### config.mk
export PLATFORM = sky130hd
export DESIGN_NAME = change_dispenser
export DESIGN_NICKNAME = d
export VERILOG_FILES = /design/src/rtl/vm_coin_pkg.sv /design/src/rtl/eject_timer.sv /design/src/rtl/change_dispenser.sv
export SDC_FILE = /design/constraint.sdc
export NUM_CORES = 1
export LEC_CHECK = 0
export CAP_MARGIN = 10
export CORE_ASPECT_RATIO = 0.75
export CORE_MARGIN = 5
export CORE_UTILIZATION = 50
export CTS_CLUSTER_SIZE = 16
export DETAILED_ROUTE_END_ITERATION = 12
export GPL_TIMING_DRIVEN = 1
export PLACE_DENSITY = 0.8
export SLEW_MARGIN = 20
export SYNTH_ARGS = -nofsm -noshare
export SYNTH_HDL_FRONTEND = slang
export SYNTH_SLANG_ARGS = --single-unit
export TNS_END_PERCENT = 20
### constraint.sdc
create_clock -name clk -period 5.6 [get_ports clk]
set_clock_uncertainty 0.05 [all_clocks]
set_input_delay 0.56 -clock clk [delete_from_list [all_inputs] [get_ports clk]]
set_output_delay 0.56 -clock clk [all_outputs]
set_load 0.01 [all_outputs]
### src/rtl/vm_coin_pkg.sv
// Shared coin constants and payout FSM state encoding for the vending machine.
package vm_coin_pkg;

    localparam int unsigned COIN5  = 5;
    localparam int unsigned COIN10 = 10;

    typedef enum logic [2:0] {
        StIdle,
        StCheck,
        StEject10,
        StEject5,
        StGap,
        StDone
    } disp_state_e;

endpackage

### src/rtl/eject_timer.sv
// Loadable down-counter. The FSM loads it on entry to a timed phase and
// advances when it reads zero, so a load value of N-1 gives an N-cycle phase.
module eject_timer #(
    parameter int unsigned W = 2
) (
    input  logic         clk,
    input  logic         reset_n,
    input  logic         load,
    input  logic [W-1:0] load_val,
    output logic         expired
);

    logic [W-1:0] cnt_q;

    // Count down to zero and hold there until reloaded.
    always_ff @(posedge clk or negedge reset_n) begin
        if (!reset_n) begin
            cnt_q <= '0;
        end else if (load) begin
            cnt_q <= load_val;
        end else if (cnt_q != '0) begin
            cnt_q <= cnt_q - 1'b1;
        end
    end

    assign expired = (cnt_q == '0);

endmodule

### src/rtl/change_dispenser.sv
// Coin-payout engine: pays a requested amount greedily with Rs.10 then Rs.5
// coins via timed hopper eject pulses, tracking inventory and shortfall.
module change_dispenser
    import vm_coin_pkg::*;
#(
    parameter int unsigned AMT_W        = 8,
    parameter int unsigned INV_W        = 8,
    parameter int unsigned PULSE_CYCLES = 4,
    parameter int unsigned GAP_CYCLES   = 4,
    parameter int unsigned INV5_INIT    = 20,
    parameter int unsigned INV10_INIT   = 20
) (
    input  logic             clk,
    input  logic             reset_n,
    input  logic             req_valid,
    input  logic [AMT_W-1:0] req_amount,
    output logic             req_ready,
    input  logic             refill_valid,
    input  logic [INV_W-1:0] refill_cnt5,
    input  logic [INV_W-1:0] refill_cnt10,
    output logic             eject_5,
    output logic             eject_10,
    output logic             busy,
    output logic             done,
    output logic [AMT_W-1:0] shortfall,
    output logic [INV_W-1:0] inv5,
    output logic [INV_W-1:0] inv10
);

    localparam int unsigned MAX_CYC = (PULSE_CYCLES > GAP_CYCLES) ? PULSE_CYCLES : GAP_CYCLES;
    localparam int unsigned TW      = (MAX_CYC > 1) ? $clog2(MAX_CYC) : 1;

    disp_state_e      state_q, state_d;
    logic [AMT_W-1:0] remaining_q, remaining_d;
    logic [AMT_W-1:0] shortfall_q, shortfall_d;
    logic [INV_W-1:0] inv5_q, inv5_d;
    logic [INV_W-1:0] inv10_q, inv10_d;
    logic             eject_5_q, eject_10_q, done_q;
    logic             tmr_load;
    logic [TW-1:0]    tmr_val;
    logic             tmr_expired;

    // One timer serves both the pulse phase and the following gap phase.
    eject_timer #(
        .W(TW)
    ) u_timer (
        .clk      (clk),
        .reset_n  (reset_n),
        .load     (tmr_load),
        .load_val (tmr_val),
        .expired  (tmr_expired)
    );

    // Next-state, datapath updates and timer loads.
    always_comb begin
        state_d     = state_q;
        remaining_d = remaining_q;
        shortfall_d = shortfall_q;
        inv5_d      = inv5_q;
        inv10_d     = inv10_q;
        tmr_load    = 1'b0;
        tmr_val     = '0;
        unique case (state_q)
            StIdle: begin
                // Refill takes priority; req_ready is low while it is present.
                if (refill_valid) begin
                    inv5_d  = refill_cnt5;
                    inv10_d = refill_cnt10;
                end else if (req_valid) begin
                    remaining_d = req_amount;
                    state_d     = StCheck;
                end
            end
            StCheck: begin
                // Inventory is only decremented here, behind a nonzero guard.
                if (remaining_q >= AMT_W'(COIN10) && inv10_q != '0) begin
                    state_d     = StEject10;
                    remaining_d = remaining_q - AMT_W'(COIN10);
                    inv10_d     = inv10_q - 1'b1;
                    tmr_load    = 1'b1;
                    tmr_val     = TW'(PULSE_CYCLES - 1);
                end else if (remaining_q >= AMT_W'(COIN5) && inv5_q != '0) begin
                    state_d     = StEject5;
                    remaining_d = remaining_q - AMT_W'(COIN5);
                    inv5_d      = inv5_q - 1'b1;
                    tmr_load    = 1'b1;
                    tmr_val     = TW'(PULSE_CYCLES - 1);
                end else begin
                    state_d     = StDone;
                    shortfall_d = remaining_q;
                end
            end
            StEject10, StEject5: begin
                if (tmr_expired) begin
                    state_d  = StGap;
                    tmr_load = 1'b1;
                    tmr_val  = TW'(GAP_CYCLES - 1);
                end
            end
            StGap: begin
                if (tmr_expired) begin
                    state_d = StCheck;
                end
            end
            StDone: begin
                state_d = StIdle;
            end
            default: begin
                state_d = StIdle;
            end
        endcase
    end

    // State, datapath and registered solenoid/done outputs.
    always_ff @(posedge clk or negedge reset_n) begin
        if (!reset_n) begin
            state_q     <= StIdle;
            remaining_q <= '0;
            shortfall_q <= '0;
            inv5_q      <= INV_W'(INV5_INIT);
            inv10_q     <= INV_W'(INV10_INIT);
            eject_5_q   <= 1'b0;
            eject_10_q  <= 1'b0;
            done_q      <= 1'b0;
        end else begin
            state_q     <= state_d;
            remaining_q <= remaining_d;
            shortfall_q <= shortfall_d;
            inv5_q      <= inv5_d;
            inv10_q     <= inv10_d;
            eject_5_q   <= (state_d == StEject5);
            eject_10_q  <= (state_d == StEject10);
            done_q      <= (state_d == StDone);
        end
    end

    assign req_ready = (state_q == StIdle) && !refill_valid;
    assign busy      = (state_q != StIdle);
    assign eject_5   = eject_5_q;
    assign eject_10  = eject_10_q;
    assign done      = done_q;
    assign shortfall = shortfall_q;
    assign inv5      = inv5_q;
    assign inv10     = inv10_q;

endmodule

* Word level (Yosys, flattened, before mapping)
Cells that the tools add are included.
** Storage, ports and cells
- Bits of input ports :: 28
- Logic and storage cells :: 78
- Register bits :: 40
- Output and inout port bits :: 29
** Operators by class
- Mux-type cells :: 29
- Reduce and logical (&&, ||, !) cells :: 17
- Bitwise logic cells :: 2
- Equality and inequality tests :: 14
- Add/sub/neg operators :: 5
- Magnitude comparators :: 2
** Operators with widths (number)
- 8-bit 2-to-1 mux :: 9
- 8-bit one-hot mux with 2 select lines :: 3
- 3-bit 2-to-1 mux :: 6
- 8-bit nonzero test :: 2
- 8-bit by 1-bit subtractor with 8-bit output (second input constant) :: 2
- 3-bit by 2-bit equality test with 1-bit output (second input constant) :: 4
- 2-bit inequality test (second input constant) :: 6
- 3-bit one-hot mux with 4 select lines :: 1
- 2-bit 2-to-1 mux :: 5
- 8-bit by 3-bit greater-or-equal comparator with 1-bit output (second input constant) :: 1
- 8-bit by 4-bit greater-or-equal comparator with 1-bit output (second input constant) :: 1
- 4-bit AND reduction :: 2
- 8-bit by 3-bit subtractor with 8-bit output (second input constant) :: 1
- 8-bit by 4-bit subtractor with 8-bit output (second input constant) :: 1
- 3-bit equality test (second input constant) :: 2
- 3-bit AND reduction :: 2
- 2-bit nonzero test :: 3
- 2-bit one-hot mux with 2 select lines :: 1
- 3-bit by 1-bit equality test with 1-bit output (second input constant) :: 1
- 1-bit logical AND :: 3
- 3-bit zero test :: 1
- 1-bit 2-to-1 mux :: 3
- 3-bit inequality test (second input constant) :: 1
- 3-bit nonzero test :: 1
- other kinds (6) :: 7

* Logic depth before layout (Yosys ltp)
Gate-level depths: netlist of the first run.
- Depth after elaboration :: 6
- Depth in mapped cells :: 10
- Depth with buffers taken out :: 8

* Hierarchy
Synthesis of the first run repeated with hierarchy kept, for this count alone.
** Unflattened totals
- Cells, all modules :: 284
- Area total of the unflattened synthesis :: 2436.1 um^2
** By module, submodules not included
- change_dispenser :: times used 1, area an instance 2322.2 um^2, sequential area each 955.9 um^2, cells each 272
- eject_timer :: times used 1, area an instance 113.9 um^2, sequential area each 50.0 um^2, cells each 12

* Worst setup path before layout of the first run
Ideal clock, no wire load.
- Kind :: reg2reg
- Start point :: register inv10_q[0], in the netlist inv10[0]
- End point :: register remaining_q[0]
- Cell stages (with the launch flop) :: 10
- Clock period less this slack :: 2.569 ns
- Arrival :: 2.394 ns
- Required time :: 5.426 ns
- Slack :: 3.031 ns
- Library setup time :: 0.124 ns
- Buffers on the path :: 1
- Cells stage by stage :: dfrtp_1 -> inv_1 -> ha_1 -> or3b_4 -> or4b_1 -> buf_2 -> a2111oi_4 -> o21ai_2 -> a211oi_2 -> a21oi_1
** Between the ends
- Longest elaborated chain between the ends :: 4
- Elaborated cells between the ends (all ways) :: 6
- Classes of those cells :: 1 x eq/ne; 2 x mux; 3 x reduce/logical
** Ends and longest elaborated chain
- start: declaration :: line change_dispenser.sv:37 : logic [INV_W-1:0] inv10_q, inv10_d;
- start signal: assignment :: line change_dispenser.sv:121 : inv10_q <= INV_W'(INV10_INIT);
- start signal: assignment :: line change_dispenser.sv:130 : inv10_q <= inv10_d;
- 8-bit nonzero test * :: line change_dispenser.sv:76 : if (remaining_q >= AMT_W'(COIN10) && inv10_q != '0) begin
- 1-bit logical AND * :: line change_dispenser.sv:76
- 3-bit inequality test (no source line) / 8-bit 2-to-1 mux (equally long branches)
- 4-bit AND reduction (no source line) / 8-bit one-hot mux with 2 select lines (equally long branches)
- end signal: assignment :: line change_dispenser.sv:127 : remaining_q <= remaining_d;
- end: declaration :: line change_dispenser.sv:34 : logic [AMT_W-1:0] remaining_q, remaining_d;
Every way passes the cells marked *; elsewhere a longest branch is shown, timed or not.
A chain may end at the register's enable or synchronous reset.

* Worst setup path in the final report of the first run
- Start point :: register inv5_q[0], in the netlist inv5[0]
- End point :: register remaining_q[5]
** Between the ends
- Longest elaborated chain between the ends :: 4
** Ends and longest elaborated chain
- start: declaration :: line change_dispenser.sv:36 : logic [INV_W-1:0] inv5_q, inv5_d;
- start signal: assignment :: line change_dispenser.sv:120 : inv5_q <= INV_W'(INV5_INIT);
- start signal: assignment :: line change_dispenser.sv:129 : inv5_q <= inv5_d;
- 8-bit nonzero test :: line change_dispenser.sv:82 : end else if (remaining_q >= AMT_W'(COIN5) && inv5_q != '0) begin
- 1-bit logical AND :: line change_dispenser.sv:82
- 3-bit inequality test (no source line)
- 4-bit AND reduction (no source line)
Every way passes these cells.

==> results of run 1 <==
## layout by cell type, fill, tap and decap left out, types with 8 or more instances in the layout
master,n
ha_1,9
o22ai_1,8
nor3_1,11
nand2_1,38
a21oi_1,20
o21ai_0,16
nand3_1,9
nor2_1,34
dfrtp_1,36
clkdlybuf4s50_1,55
inv_1,15
## synth_stat cells, drive strengths merged (2+ instances only)
cell type / instances
ha: 9
nand2: 38
a22o: 2
o2bb2ai: 2
a211oi: 5
o31ai: 2
nand3: 9
buf: 4
a311oi: 3
a22oi: 4
or2: 2
dfrtp: 36
and2: 3
nor2b: 5
o22a: 5
nor3: 11
o21ai: 18
or4b: 2
o22ai: 8
nand2b: 4
nor4: 3
nor2: 34
mux2i: 3
a21oi: 20
or4: 3
clkbuf: 12
o211ai: 6
dfstp: 4
inv: 15
a31oi: 4
a32oi: 2
## flip-flops by register name, summed over array words and instances (netlist names)
| signal | count |
|---|---|
| eject_5 | 1 |
| done | 1 |
| inv10 | 8 |
| eject_10 | 1 |
| inv5 | 8 |
| state_q | 3 |
| u_timer.cnt_q | 2 |
| shortfall | 8 |
| remaining_q | 8 |
## layout make-up
class	count	area (sq um)	share of cell area
repair buffers	58	570.5	0.1792
flip-flops and latches	40	1006	0.3160
multi-input cells	221	1360	0.4273
inverters	15	56.30	0.01769
clock inverters	3	46.29	0.01454
well taps	60	75.07	0.02358
clock buffers	5	68.82	0.02162
## power by group
| group | internal, mW | leakage (nW) | switching [mW] |
|---|---|---|---|
| Combinational | 0.0452 | 0.802 | 0.0354 |
| Sequential | 0.300 | 0.504 | 0.0106 |
| Clock | 0.134 | 0.0548 | 0.111 |
## through the flow
stage	worst slack [ns]	area, sq um	power (mW)	hold WS (ns)
finish	2.661	3183	0.6373	0.3172
global placement	2.830	3068	0.3967	0.4165
global route	2.421	3183	0.6642	0.4174
CTS	2.670	3183	0.6389	0.3614
floorplan	3.031	2496	0.3479	0.2144
detailed placement	2.694	3068	0.3978	0.4241
## critical path, delay by kind of cell (launching register included)
family / cells / cell delay (ns)
DFF: 1 / 0.43
AOI/OAI and AO/OA: 4 / 1.07
buffers and inverters: 1 / 0.12
adders and majority gates: 1 / 0.22
and+or+nand+nor: 2 / 0.95
## per-layer routing
metal | part of all wire | global-route usage
met5 | 0 | 0
met3 | 0.080 | 0.05632
met1 | 0.47 | 0.2785
met2 | 0.44 | 0.3045
met4 | 0.0086 | 0.05017
## cell families after synthesis
logic type	Yosys count	share of synthesized area
and+or+nand+nor	118	0.2261
AOI/OAI and AO/OA	89	0.2536
DFF	40	0.4030
buffers and inverters	31	0.05213
adders and majority gates	9	0.04511
muxes	4	0.01654
xor gates and xnor gates	1	0.003509
## path summary, 6_finish.rpt
check                        startpoint             end  slack (ns)  cells past startpoint
setup reg to reg                inv5[0]  remaining_q[5]        2.66                      8
max in group asynchronous       reset_n        inv10[6]        4.61                      1
setup / recovery                inv5[0]  remaining_q[5]        2.66                      8
min in group clk           shortfall[5]    shortfall[5]        0.44                      2
hold / removal                  reset_n    shortfall[4]        0.32                      1
hold reg to reg            shortfall[5]    shortfall[5]        0.44                      2
==> results.yml, run 1 <==
logic_synthesis:
  syn_area_sq_um: 2496
  yosysWarnings: 0
  yosysTopAreaCell: "dfrtp_1"
  synth_top_cells_by_area: "dfrtp_1 36%, nand2_1 5.7%, nor2_1 5.1%"
  yosys.area.top_type_share: 0.3609
  syn_inst: 292
  synthFlopType: "dfrtp_1"
  synthDistinctLibCells: 52
  synth_nets: 329
  seq_area_frac_synth: 0.4030
  synth-seq-cells: 40
  synth_edf_count: 0
  async_reset_ff_frac: 1.000
  synth.avg_cell_area_sq_um: 8.548
die:
  io_pins: 57
  dieArea_sq_um: 6520
  start_util: 0.5123
  fp.coreArea_sq_um: 4872
  die_w_um: 91.59
  fp-row-count: 22
  fp.dieH_um: 71.19
final_layout:
  area_growth_pct: 27.52
  layout-drive-gt1-share: 0.08480
  layout.nets: 378
  fin_cells: 402
  antenna_cells: 0
  num-fill-cells: 402
  post-route-util: 0.6533
grt:
  grt_start_max_net_pins: 41
  grt_use_total: 0.1990
  grt_pass1_vias: 2254
  antenna_found_initial: 0
  grt.overflow.total: 0
  grt_first_pass_wirelength_mm: 10.67
sta:
  fin_crit_sh: 0.5249
  tightestPinTransition_ns: 0.8839
  hold_viol_final: 0
  finalCriticalPeriod_ns: 2.940
  max_freq_ghz: 0.3402
  rsz0062_at_grt: "false"
  slew_viol_final: 0
  final.setup.tns_ns: 0
  final-setup-viol-count: 0
  max_slew_margin: 0.4108
power:
  peakVddDrop_uv: 105.6
  power_density_nw_per_um2: 200.2
  leakage_nw: 1.360
run_status:
  status: "complete, no violations"
clocking:
  path_clk_slew_ns: 0.09
  cts_resized: 0
  cts_hold_buf: 0
  clockRootBuffer: "clkbuf_8"
  cts_tree: "done"
  clock_sinks: 40
  h-tree-depth: 2
  clock_latency_ns: 0.30
  cts_max_path_buffers: 2
  postCtsSetupBuffers: 0
  cts_buffers: 5
drt:
  drtPass1Iterations: 4
  drc: 0
  vias: 2339
  drt-total-wl_mm: 6.299
  via_per_inst: 5.818
  drtAntennaViolNets: 0
  drt_iter0_markers: 138
  wl_per_cell_um: 15.67
critical_path:
  cp-end-kind: "flop"
  worst-setup-path-type: "flop to flop"
  startpoint_type: "flop"
  slowest_delay_ns: 0.53
  critPathArrivalTime_ns: 3.07
  required_ns: 5.73
  path_max_fanout: 15
  crit_path_top_delay_cell: "or4b_1"
  worstPathCellList: "inv_1 > ha_1 > or4b_1 > nor4_2 > o221ai_2 > o211ai_2 > a21oi_1 > o22a_1"
flow_run:
  max_cap_violations: 0
placed_design:
  dp_hpwl_mm: 4.606
  numPortBuffers: 56
  gp_congestion: 0.9345
  placed_cells: 394
hold_path:
  hp-class: "primary input to async pin"
Power figures use the tool's default switching activity.
==> inputs of run 2 (changes only) <==
Settings changed: CORE_UTILIZATION 50 to 46, PLACE_DENSITY 0.8 to 0.77.
Clock period 5.6 ns to 2.45 ns, I/O delays scaled along.
==> run 2 against run 1 <==
Flip-flop and latch count stayed put. Via count is 9.1% higher. Global-route usage is 1.6 points higher. Non-clock buffer count is 36 higher. Cell count is 12% higher. Clock power is 75% higher. Register-to-register slack worse by 2.6 ns. Maximum frequency is 21% higher. Core utilization is 3.2 points higher. Critical path type unchanged. Highest routed layer unchanged.
==> results.yml, run 2 (synthesis gave the netlist of run 1 again) <==
grt:
  met3_usage: 0.05629
  use_met2: 0.3282
  grt_busiest_layer: "met2"
  grt_pass1_vias: 2484
  use_met1: 0.2916
  grt_use_total: 0.2147
  grt_first_pass_wirelength_mm: 11.69
  grt.overflow.total: 0
  grt_start_max_net_pins: 41
  antenna_found_initial: 0
power:
  intPower_mw: 1.030
  power_density_nw_per_um2: 385.1
  comb_power_share: 0.185
  power.switching_mw: 0.3668
  peakVddDrop_uv: 237.0
  leakage_nw: 1.554
  p_total_mw: 1.397
  sequentialPowerShare: 0.507
  clkPwrFrac: 0.309
  swShare: 0.2625
sta:
  rsz0062_at_grt: "true"
  final-setup-viol-count: 0
  fin_crit_sh: 0.9944
  tightestPinTransition_ns: 0.8959
  holdWs_ns: 0.01390
  slew_viol_final: 0
  max_freq_ghz: 0.4105
  layout_setup_ws_ns: 0.01371
  max_slew_margin: 0.4027
  finalCriticalPeriod_ns: 2.436
  hold_viol_final: 0
die:
  fp.coreArea_sq_um: 5295
  die_w_um: 95.06
  dieArea_sq_um: 7015
  io_pins: 57
  fp-row-count: 23
  fp.dieH_um: 73.80
  start_util: 0.4714
drt:
  drtPass1Iterations: 4
  via_per_inst: 5.644
  wl_per_cell_um: 15.67
  drt-total-wl_mm: 7.084
  drt_iter0_markers: 150
  drc: 0
  vias: 2551
  drtAntennaViolNets: 0
placed_design:
  dp_hpwl_mm: 5.061
  numPortBuffers: 56
  gp_congestion: 0.9456
  place_ws_ns: -0.1215
  placed_cells: 440
clocking:
  h-tree-depth: 2
  clock_sinks: 40
  cts_buffers: 5
  path_clk_slew_ns: 0.08
  cts_max_path_buffers: 2
  cts_tree: "done"
  cts_hold_buf: 0
  clock_latency_ns: 0.31
  clockRootBuffer: "clkbuf_8"
flow_run:
  max_cap_violations: 0
critical_path:
  startpoint_type: "flop"
  path_max_fanout: 5
  worst-setup-path-type: "flop to flop"
  critPathArrivalTime_ns: 2.63
  cp-end-kind: "flop"
  required_ns: 2.65
final_layout:
  post-route-util: 0.6853
  layout.nets: 414
  layout-drive-gt1-share: 0.2255
  antenna_cells: 0
  fin_cells: 452
  num-fill-cells: 430
  seq_area_sq_um: 1006
  multi_input_area_sq_um: 1531
  final_cell_mix: "55 x clkdlybuf4s50_1, 36 x nand2_1, 36 x dfrtp_1"
  final_common_cell: "clkdlybuf4s50_1"
  area_growth_pct: 45.36
hold_path:
  hp-class: "primary input to async pin"
run_status:
  status: "complete, no violations"
-- run 2: per-layer routing --
| metal | vias up | routed length (um) |
|---|---|---|
| met5 | - | 0 |
| met4 | 0 | 135 |
| met3 | 12 | 493 |
| met2 | 106 | 3251 |
| met1 | 1207 | 3203 |
| li1 | 1226 | - |
-- run 2: critical path, stage by stage, from the launching register on --
cell and delay (ns):
dfrtp_1 0.40, inv_2 0.08, ha_4 0.12, or3b_4 0.37, or4b_4 0.54, buf_6 0.17, buf_4 0.15, a31o_4 0.22
a31oi_1 0.13, o22a_1 0.16
-- run 2: cell type report --
cell class,instances,share of cell area
tap,75,0.02586
timing repair buffer,94,0.2372
clock buffer,6,0.02000
inverter,15,0.01621
sequential,40,0.2772
multi-input combinational,221,0.4221
clock inverter,1,0.001379
-- run 2: worst paths after layout --
path                              start             end  slack [ns]  depth (start not counted)
min reg2reg                shortfall[5]    shortfall[5]        0.43                          2
max in group asynchronous       reset_n         inv5[5]        1.78                          1
max reg2reg                    inv10[0]  remaining_q[4]        0.01                          9
max                            inv10[0]  remaining_q[4]        0.01                          9
min                             reset_n    shortfall[2]        0.01                          1
min in group clk           shortfall[5]    shortfall[5]        0.43                          2
-- run 2: metrics by stage --
step                cell area [sq um]   TNS, ns
floorplan                        2496   -0.2316
global placement                 3332   -0.1029
detailed placement               3332   -0.5170
CTS                              3500  -0.07338
global route                     3628   -0.5893
finish                           3628         0
-- run 2: timing repair --
action | CTS | global route
setup buffers | 4 | 1
setup endpoints to repair | 14 | 28
pin swaps | 4 | 13
gates resized for setup | 13 | 24
hold endpoints to repair | 0 | 0
-- run 2: power groups by stage --
stage / Clock (mW) / Combinational (mW) / Sequential [mW]
3_5_place_dp: 0 / 0.230 / 0.719
6_report: 0.431 / 0.258 / 0.708
4_1_cts: 0.428 / 0.251 / 0.707
2_1_floorplan: 0 / 0.0681 / 0.727
3_3_place_gp: 0 / 0.226 / 0.718
5_1_grt: 0.470 / 0.283 / 0.712
==> inputs of run 3 (changes only) <==
Settings changed: CORE_UTILIZATION 46 to 47, CTS_BUF_LIST from default to sky130_fd_sc_hd__clkbuf_8, PLACE_DENSITY 0.77 to 0.79, SKIP_CTS_REPAIR_TIMING from default to 1.
==> run 3 against run 2 <==
Total power rose by 1.2%. Register-to-register slack lost 0.09 ns. Highest routed layer unchanged. Flip-flop and latch count did not move. Maximum frequency is 3.5% lower. Cell count down 0.22%. Sequential power about the same. Core utilization down 0.63 points. Sequential share of layout area increased by 0.57 points. The flow now finishes with violations (negative setup slack). Combinational power is 2% lower. Clock power up 4.9%. Die area down 1.9%. Non-clock buffer count decreased by 2.
==> results.yml, run 3 (synthesis gave the netlist of run 1 again) <==
sta:
  fin_crit_sh: 1.030
  hold_viol_final: 0
  finalCriticalPeriod_ns: 2.524
  tightestPinTransition_ns: 0.9015
  max_freq_ghz: 0.3962
  max_slew_margin: 0.3990
  final-setup-viol-count: 11
  layout_setup_ws_ns: -0.07377
  rsz0062_at_grt: "true"
  holdWs_ns: 0.02522
  slew_viol_final: 0
  final.setup.tns_ns: -0.3992
final_layout:
  final_cell_mix: "55 x clkdlybuf4s50_1, 36 x nand2_1, 36 x dfrtp_1"
  seq_area_sq_um: 1006
  layout-drive-gt1-share: 0.2101
  num-fill-cells: 417
  final_common_cell: "clkdlybuf4s50_1"
  multi_input_area_sq_um: 1451
  area_growth_pct: 42.46
  layout.nets: 412
  antenna_cells: 0
drt:
  drtAntennaViolNets: 0
  wl_per_cell_um: 15.76
  drt_iter0_markers: 166
  via_per_inst: 5.588
  drt-total-wl_mm: 7.107
  drc: 0
  drtPass1Iterations: 5
  vias: 2520
clocking:
  h-tree-depth: 2
  cts_max_path_buffers: 2
  path_clk_slew_ns: 0.08
  cts_tree: "done"
  cts_buffers: 5
  clock_latency_ns: 0.30
  clock_sinks: 40
  clockRootBuffer: "clkbuf_8"
die:
  io_pins: 57
  start_util: 0.4766
  die_w_um: 94.15
  fp-row-count: 23
  fp.dieH_um: 73.12
  fp.coreArea_sq_um: 5238
  dieArea_sq_um: 6884
grt:
  grt_start_max_net_pins: 41
  grt_pass1_vias: 2383
  grt_use_total: 0.2041
  antenna_found_initial: 0
  grt_first_pass_wirelength_mm: 11.14
  grt.overflow.total: 0
critical_path:
  reg2reg_to: "inv5[4]"
  required_ns: 2.62
  startpoint_type: "flop"
  reg2reg_from: "inv10[0]"
  reg2reg_depth: 9
  cp-end-kind: "flop"
  regToRegSetupSlack_ns: -0.07
  critPathArrivalTime_ns: 2.70
  startpoint: "inv10[0]"
  worst-setup-path-type: "flop to flop"
  path_max_fanout: 3
placed_design:
  gp_congestion: 0.9071
  numPortBuffers: 56
  dp_hpwl_mm: 5.004
run_status:
  status: "finished, violations left"
  violations: "negative setup slack"
power:
  peakVddDrop_uv: 251.3
  power_density_nw_per_um2: 397.6
  leakage_nw: 1.550
  p_total_mw: 1.414
flow_run:
  max_cap_violations: 0
hold_path:
  hp-class: "primary input to async pin"
## run 3: where the power goes
part           switching (mW)  internal (mW)
combinational           0.106          0.146
clock                   0.231          0.222
sequential             0.0230          0.687
## run 3: per-stage QoR
step                instances  cell area [sq um]  worst slack (ns)  utilization
global placement          440               3344          -0.04481       0.6386
CTS                       448               3435           -0.1119       0.6558
detailed placement        440               3344          -0.09517       0.6386
finish                    451               3556          -0.07377       0.6789
floorplan                 292               2496           -0.1187            -
global route              451               3556           -0.1397       0.6789
## run 3: worst max-delay path by stage
| stage | end | slack [ns] | cells past startpoint |
|---|---|---|---|
| 5_1_grt | remaining_q[0] | -0.14 | 8 |
| 2_1_floorplan | remaining_q[0] | -0.12 | 9 |
| 3_5_place_dp | remaining_q[7] | -0.1 | 9 |
| 3_3_place_gp | remaining_q[7] | -0.04 | 9 |
| 4_1_cts | remaining_q[4] | -0.11 | 9 |
| 6_report | inv5[4] | -0.07 | 9 |
## run 3: area by class of cell
cell class                      count  share of cell area
Tap cell                           75             0.02639
Timing Repair Buffer               92              0.2403
Inverter                           15             0.01689
Clock buffer                        6             0.02322
Clock inverter                      2            0.002111
Multi-Input combinational cell    221              0.4082
Sequential cell                    40              0.2829
## run 3: critical path: stages, from the launching register on
cell and delay [ns]:
dfrtp_1 0.40, inv_2 0.08, ha_4 0.13, or3b_4 0.37, or4b_4 0.59, a2111oi_4 0.42
buf_4 0.19, nand4_1 0.07, nand3_1 0.08, o21ai_1 0.07
## run 3: metal layers
metal / vias up / track usage / wire length, um
met5: - / 0 / 0
li1: 1226 / - / -
met4: 0 / 0.05609 / 68
met2: 117 / 0.3153 / 3152
met3: 8 / 0.05155 / 580
met1: 1169 / 0.2854 / 3305
